<file path="src/rtl/ram_port_arbiter.sv">
// Two-port arbiter/sequencer for the shared single-port system RAM.
// Port A (CPU) has fixed priority; a saturating wait counter bounds port B starvation.
module ram_port_arbiter #(
   parameter int MAX_WAIT = 4,
   parameter int AW       = 15
) (
   input  logic          clk,
   input  logic          rst_n,
   input  logic          a_req,
   input  logic          a_we,
   input  logic [AW-1:0] a_addr,
   input  logic [7:0]    a_wdata,
   output logic          a_ack,
   output logic [7:0]    a_rdata,
   input  logic          b_req,
   input  logic          b_we,
   input  logic [AW-1:0] b_addr,
   input  logic [7:0]    b_wdata,
   output logic          b_ack,
   output logic [7:0]    b_rdata,
   output logic          ram_we,
   output logic [AW-1:0] ram_addr,
   output logic [7:0]    ram_din,
   input  logic [7:0]    ram_dout
);

   // state   | meaning
   // IDLE    | arbitrate; acks from the previous access are visible here
   // SERVE_A | RAM driven with port A's access for one cycle
   // SERVE_B | RAM driven with port B's access for one cycle
   typedef enum logic [1:0] {
      IDLE    = 2'd0,
      SERVE_A = 2'd1,
      SERVE_B = 2'd2
   } state_t;

   localparam logic [3:0] WAIT_MAX = 4'(MAX_WAIT);

   state_t     state;
   logic [3:0] wait_cnt;
   logic       a_elig;
   logic       b_elig;
   logic       b_due;
   logic       grant_a;
   logic       grant_b;

   // A requester is masked during its own ack cycle so a held req is not re-granted.
   always_comb begin
      a_elig  = a_req & ~a_ack;
      b_elig  = b_req & ~b_ack;
      b_due   = b_elig && (wait_cnt == WAIT_MAX);
      grant_b = (state == IDLE) && (b_due || (b_elig && !a_elig));
      grant_a = (state == IDLE) && a_elig && !b_due;
   end

   always_ff @(posedge clk or negedge rst_n) begin
      if (!rst_n) begin
         state    <= IDLE;
         wait_cnt <= 4'd0;
         ram_we   <= 1'b0;
         ram_addr <= '0;
         ram_din  <= 8'h00;
         a_ack    <= 1'b0;
         b_ack    <= 1'b0;
         a_rdata  <= 8'h00;
         b_rdata  <= 8'h00;
      end else begin
         a_ack <= 1'b0;
         b_ack <= 1'b0;

         if (grant_b) begin
            wait_cnt <= 4'd0;
         end else if (b_elig && (wait_cnt < WAIT_MAX)) begin
            wait_cnt <= wait_cnt + 4'd1;
         end

         case (state)
            IDLE: begin
               if (grant_b) begin
                  state    <= SERVE_B;
                  ram_addr <= b_addr;
                  ram_din  <= b_wdata;
                  ram_we   <= b_we;
               end else if (grant_a) begin
                  state    <= SERVE_A;
                  ram_addr <= a_addr;
                  ram_din  <= a_wdata;
                  ram_we   <= a_we;
               end
            end
            SERVE_A: begin
               state  <= IDLE;
               a_ack  <= 1'b1;
               ram_we <= 1'b0;
               if (!ram_we) begin
                  a_rdata <= ram_dout;
               end
            end
            SERVE_B: begin
               state  <= IDLE;
               b_ack  <= 1'b1;
               ram_we <= 1'b0;
               if (!ram_we) begin
                  b_rdata <= ram_dout;
               end
            end
            default: begin
               state  <= IDLE;
               ram_we <= 1'b0;
            end
         endcase
      end
   end

endmodule
</file>
<file path="config.mk">
export PLATFORM = sky130hd
export DESIGN_NAME = ram_port_arbiter
export DESIGN_NICKNAME = d
export VERILOG_FILES = /design/src/rtl/ram_port_arbiter.sv
export SDC_FILE = /design/constraint.sdc
export NUM_CORES = 1
export LEC_CHECK = 0
export ABC_AREA = 0
export CORE_MARGIN = 1.5
export CORE_UTILIZATION = 42
export CTS_BUF_LIST = sky130_fd_sc_hd__clkbuf_4 sky130_fd_sc_hd__clkbuf_8
export DETAILED_ROUTE_END_ITERATION = 10
export PLACE_DENSITY = 0.83
export SLEW_MARGIN = 20
export SYNTH_ARGS = -nofsm -noshare
export SYNTH_HDL_FRONTEND = slang
export SYNTH_SLANG_ARGS = --single-unit
export TNS_END_PERCENT = 20
</file>
<file path="constraint.sdc">
create_clock -name clk -period 1.87 [get_ports clk]
set_input_delay 0.2805 -clock clk [delete_from_list [all_inputs] [get_ports clk]]
set_output_delay 0.2805 -clock clk [all_outputs]
set_load 0.1 [all_outputs]
</file>
# [After elaboration in Yosys (flattened, before gate mapping)]
# Cells that the tools add are included.
[classes] order_cmp=1 n_reduce_logical=15 bitwise_logic=5 eq_ne=4 n_mux=14 addsub=1
[op_table] cell="15-bit two-way mux" count=2
[op_table] cell="8-bit two-way mux" count=2
[op_table] cell="4-bit two-way mux" count=2
[op_table] cell="1-bit logical AND" count=6
[op_table] cell="2-bit two-way mux" count=3
[op_table] cell="2-bit AND reduction" count=3
[op_table] cell="1-bit two-way mux" count=5
[op_table] cell="4-bit by 1-bit adder with 4-bit output, second input constant" count=1
[op_table] cell="4-bit by 3-bit equality test with 1-bit output, second input constant" count=1
[op_table] cell="4-bit by 3-bit less-than comparator with 1-bit output, second input constant" count=1
[op_table] cell="2-bit nonzero test" count=2
[op_table] cell="3-bit inequality test, second input constant" count=1
[op_table] cell="1-bit inverter" count=3
[op_table] cell="1-bit bitwise AND" count=2
[op_table] cell="2-bit by 1-bit equality test with 1-bit output, second input constant" count=1
[op_table] cell="2-bit equality test, second input constant" count=1
[op_table] cell="1-bit logical NOT" count=2
[op_table] cell="2-bit logical NOT" count=1
[op_table] cell="1-bit logical OR" count=1
[totals] wordCells=49 inputBits=60 output_inout_bits=42 regBits=48

# [Depth between registers and ports, before layout]
[depth] ltp_word=8 depth_mapped=8 mapped_depth_nobuf=6

# [Least setup slack after synthesis]
# Ideal clock, no wire load.
[synth_timing] path_kind="reg-to-reg" from="register b_ack" to="register ram_addr[0]" stages_incl_launch_ff=6 path_slack_ns=-0.119 setup_time_ns=0.137 period_less_slack_ns=1.989 t_required_ns=1.733 arrival_time_ns=1.852 path_cell_list="dfrtp_1 -> nand2b_1 -> a311oi_2 -> buf_4 -> mux2i_1 -> a21oi_1"
[synth_via] elab_chain_len=7 word_cells_on_any_way=11 classes_between="mux: 1; bitwise: 2; reduce/logical: 8"
[synth_lines] item="from (decl)" line="19" rtl="output logic b_ack,"
[synth_lines] item="from (signal assigned)" line="64" rtl="b_ack <= 1'b0;"
[synth_lines] item="from (signal assigned)" line="69" rtl="b_ack <= 1'b0;"
[synth_lines] item="from (signal assigned)" line="101" rtl="b_ack <= 1'b1;"
[synth_lines] item="1-bit inverter (*)" line="50" rtl="b_elig = b_req & ~b_ack;"
[synth_lines] item="1-bit bitwise AND (*)" line="50"
[synth_lines] item="1-bit logical AND, on equally long branches" line="51, 52"
[synth_lines] item="1-bit logical NOT / 1-bit logical OR (equally long branches)" line="53, 52"
[synth_lines] item="1-bit logical AND, on equally long branches" line="53, 52"
[synth_lines] item="2-bit nonzero test (no source line)"
[synth_lines] item="2-bit AND reduction (no source line)"
[synth_lines] item="to (signal assigned)" line="81" rtl="ram_addr <= b_addr;"
[synth_lines] item="to (signal assigned)" line="86" rtl="ram_addr <= a_addr;"
[synth_lines] item="to (decl)" line="22" rtl="output logic [AW-1:0] ram_addr,"
# Every way passes the cells marked *; elsewhere a longest branch is shown, timed or not.
# A chain may end at the register's enable or synchronous reset.

# [Worst setup path in the final report]
[layout_timing] from="register wait_cnt[0]" to="register ram_din[6]"
[layout_via] elab_chain_len=6 word_cells_on_any_way=9 classes_between="eq/ne: 1; mux: 1; reduce/logical: 7"
[layout_lines] item="from (decl)" line="40" rtl="logic [3:0] wait_cnt;"
[layout_lines] item="from (signal assigned)" line="74" rtl="wait_cnt <= wait_cnt + 4'd1;"
[layout_lines] item="4-bit by 3-bit equality test with 1-bit output (*)" line="51" rtl="b_due = b_elig && (wait_cnt == WAIT_MAX);"
[layout_lines] item="1-bit logical AND (*)" line="51"
[layout_lines] item="1-bit logical NOT / 1-bit logical OR (equally long branches)" line="53, 52"
[layout_lines] item="1-bit logical AND, on equally long branches" line="53, 52"
[layout_lines] item="2-bit nonzero test (no source line)"
[layout_lines] item="2-bit AND reduction (no source line)"
[layout_lines] item="to (signal assigned)" line="82" rtl="ram_din <= b_wdata;"
[layout_lines] item="to (signal assigned)" line="87" rtl="ram_din <= a_wdata;"
[layout_lines] item="to (decl)" line="23" rtl="output logic [7:0] ram_din,"
# Marked as above.

==> results.py <==
metrics = {
    "run_status": {
        "outcome": "finished clean",
    },
    "global_routing": {
        "grt_pass1_vias": 1764,
        "grt-ovfl-total": 0,
        "globalRouteMet2Util_pct": 35.15,
        "grtUsageTotal_pct": 19.38,
        "gr-usage-met1_pct": 22.55,
        "antenna_found_initial": 0,
        "met3_usage_pct": 4.527,
        "grt_max_degree": 34,
        "top_usage_layer": "met2",
        "grt_pass1_wl_mm": 7.935,
    },
    "critical_path": {
        "cp.required_ps": 2050,
        "critPathArrivalTime_ps": 1910,
        "critPathMaxFanout": 15,
        "r2r-start": "wait_cnt[0]",
        "cp_slowest_cell": "dfrtp_1",
        "setup.worst_path.start": "wait_cnt[0]",
        "path_cells": "inv_1 -> ha_1 -> nand3b_1 -> a311oi_4 -> buf_12 -> mux2i_1 -> a21oi_1",
        "cpPeakStageDelay_ps": 420,
        "critical_path_class": "register to register",
        "endpoint_kind": "register",
        "startpoint_type": "register",
    },
    "sta": {
        "tightest_slew_ps": 462.5,
        "skew_ps": 2.081,
        "setup_viol": 0,
        "final_hold_viol_count": 0,
        "tns_ps": 0,
        "period_minus_slack_ps": 1731,
        "slew_violations": 0,
        "maxSlewHeadroom_pct": 69.17,
        "clock.fmax_mhz": 577.6,
        "period_share_pct": 92.58,
        "rsz0062_at_grt": "false",
    },
    "die": {
        "io_pins": 102,
        "die_area_mm2": 0.005373,
        "core_mm2": 0.004755,
        "die_h_um": 73.30,
        "start_util_pct": 43.66,
        "die_w_um": 73.30,
        "rows": 25,
    },
    "final_layout": {
        "insertedDiodeCount": 0,
        "drive_above_1_share_pct": 28.43,
        "nNetsFinal": 360,
        "stdcell_count": 366,
        "synthToLayoutAreaGrowth_pct": 57.56,
    },
    "detailed_routing": {
        "drc": 0,
        "drt_iter0_markers": 75,
        "via_per_inst": 4.833,
        "routedWlPerCell_um": 14.05,
        "ant_nets": 0,
        "dr.pass1.iters": 4,
        "dr_total_vias": 1769,
        "drt-total-wl_mm": 5.144,
    },
    "yosys": {
        "yosysSeqAreaShare_pct": 57.87,
        "syn-num-nets": 250,
        "yosys_warnings": 0,
        "synth.distinct_cells": 25,
        "synthDominantCellAreaShare_pct": 57.87,
        "syn_inst": 188,
        "synth_area_leaders": "dfrtp_1, mux2_2, a21oi_1",
        "async_flop_share_pct": 100.0,
        "syn_area_per_cell_um2": 11.04,
        "netlist_top_cells_count": "dfrtp_1, nor2_1, a21oi_1",
        "yosys.area.top_type": "dfrtp_1",
        "ys_ff_latch": 48,
        "synth_edf_count": 0,
        "synth_most_common_cell": "dfrtp_1",
        "netlist_area_mm2": 0.002076,
        "synthFlopType": "dfrtp_1",
    },
    "place": {
        "numPlacedInstances": 355,
        "portBuffers": 101,
        "dp_hpwl_mm": 3.774,
        "place_congestion": 0.7552,
    },
    "clock_tree": {
        "ctsResizeCount": 0,
        "cts_root_buf": "clkbuf_8",
        "tritoncts": "done",
        "clk_pin_slew_ps": 90,
        "clk_latency_ps": 290,
        "cts.sinks": 48,
        "cts_max_path_buffers": 2,
        "htree_num_levels": 2,
        "numCtsBuffers": 5,
    },
    "hold_path": {
        "hold_path_class": "input port to asynchronous set/reset pin",
    },
    "flow_run": {
        "cap_violations": 0,
    },
}
[through the flow]
stage	util (%)	setup WS (ps)	instance area, µm²	hold WS, ps
2_1_floorplan	-	90.05	2078	-15.09
3_3_place_gp	65.55	71.84	3117	212.8
3_5_place_dp	65.55	5.306	3117	212.9
4_1_cts	68.11	43.50	3238	433.8
5_1_grt	68.79	13.05	3271	482.4
6_report	68.79	138.7	3271	437.0
[layer usage]
layer / vias to the layer above / routed length, µm / part of all wire, %
met1: 828 / 2111 / 41
met2: 68 / 2631 / 51
met4: 0 / 61 / 1.2
met5: - / 0 / 0
met3: 7 / 339 / 6.6
li1: 866 / - / -
[critical path: cells and delay by family (launching register included)]
kind,cells,cell delay (ps)
AND/OR/NAND/NOR,1,130
adder cells (fa/ha/maj),1,180
buffers and inverters,2,280
multiplexers,1,200
AO/OA/AOI/OAI,2,400
flip-flops,1,420
[sequential cells by signal (all words and copies together) (netlist names)]
name	cells
state	2
ram_we	1
wait_cnt	4
b_ack	1
a_rdata	8
ram_din	8
ram_addr	15
b_rdata	8
a_ack	1
[area by class of cell]
| cell class | count | area [µm²] |
|---|---|---|
| flip-flops and latches | 48 | 1204 |
| repair buffers | 113 | 1049 |
| fillers | 383 | 1484 |
| clock inverters | 3 | 42.54 |
| multi-input cells | 127 | 812.0 |
| well taps | 67 | 83.83 |
| inverters | 3 | 11.26 |
| clock buffers | 5 | 68.82 |
[logic make-up after synthesis]
kind of cell    share of synthesized area, %
simple gates                           11.39
compound gates                         12.06
fa+ha+maj                              1.205
flops                                  57.87
mux                                    13.50
buf+inv                                3.556
xor+xnor                              0.4220
[path summary, 6_finish.rpt]
kind / endpoint / slack (ps) / depth (start not counted)
min in group clk: a_ack / 480 / 1
worst max register to register: ram_din[6] / 140 / 7
max in group asynchronous: ram_din[6] / 940 / 3
worst max-delay path: ram_din[6] / 140 / 7
worst min register to register: a_ack / 480 / 1
worst min-delay path: a_rdata[1] / 440 / 2
[repair_timing]
action	CTS	global route
hold buffers	1	0
setup buffers	0	1
setup endpoints to repair	0	9
endpoints found under the hold margin	15	0
[placed cells by master, fill, tap and decap left out, types with 2 or more instances in the layout]
| cell | n |
|---|---|
| clkdlybuf4s50_1 | 58 |
| buf_4 | 49 |
| dfrtp_1 | 46 |
| nor2_1 | 28 |
| a21oi_1 | 25 |
| mux2_2 | 16 |
| nand2_1 | 14 |
| o21ai_1 | 14 |
| mux2i_1 | 10 |
| nor2b_1 | 5 |
| clkbuf_8 | 5 |
| inv_1 | 3 |
| buf_12 | 3 |
| nand2b_1 | 2 |
| ha_1 | 2 |
| dfrtp_2 | 2 |
Power is left out: the tool's default activity adds up to more than one toggle a clock period on the data nets, which glitch-free logic cannot reach.
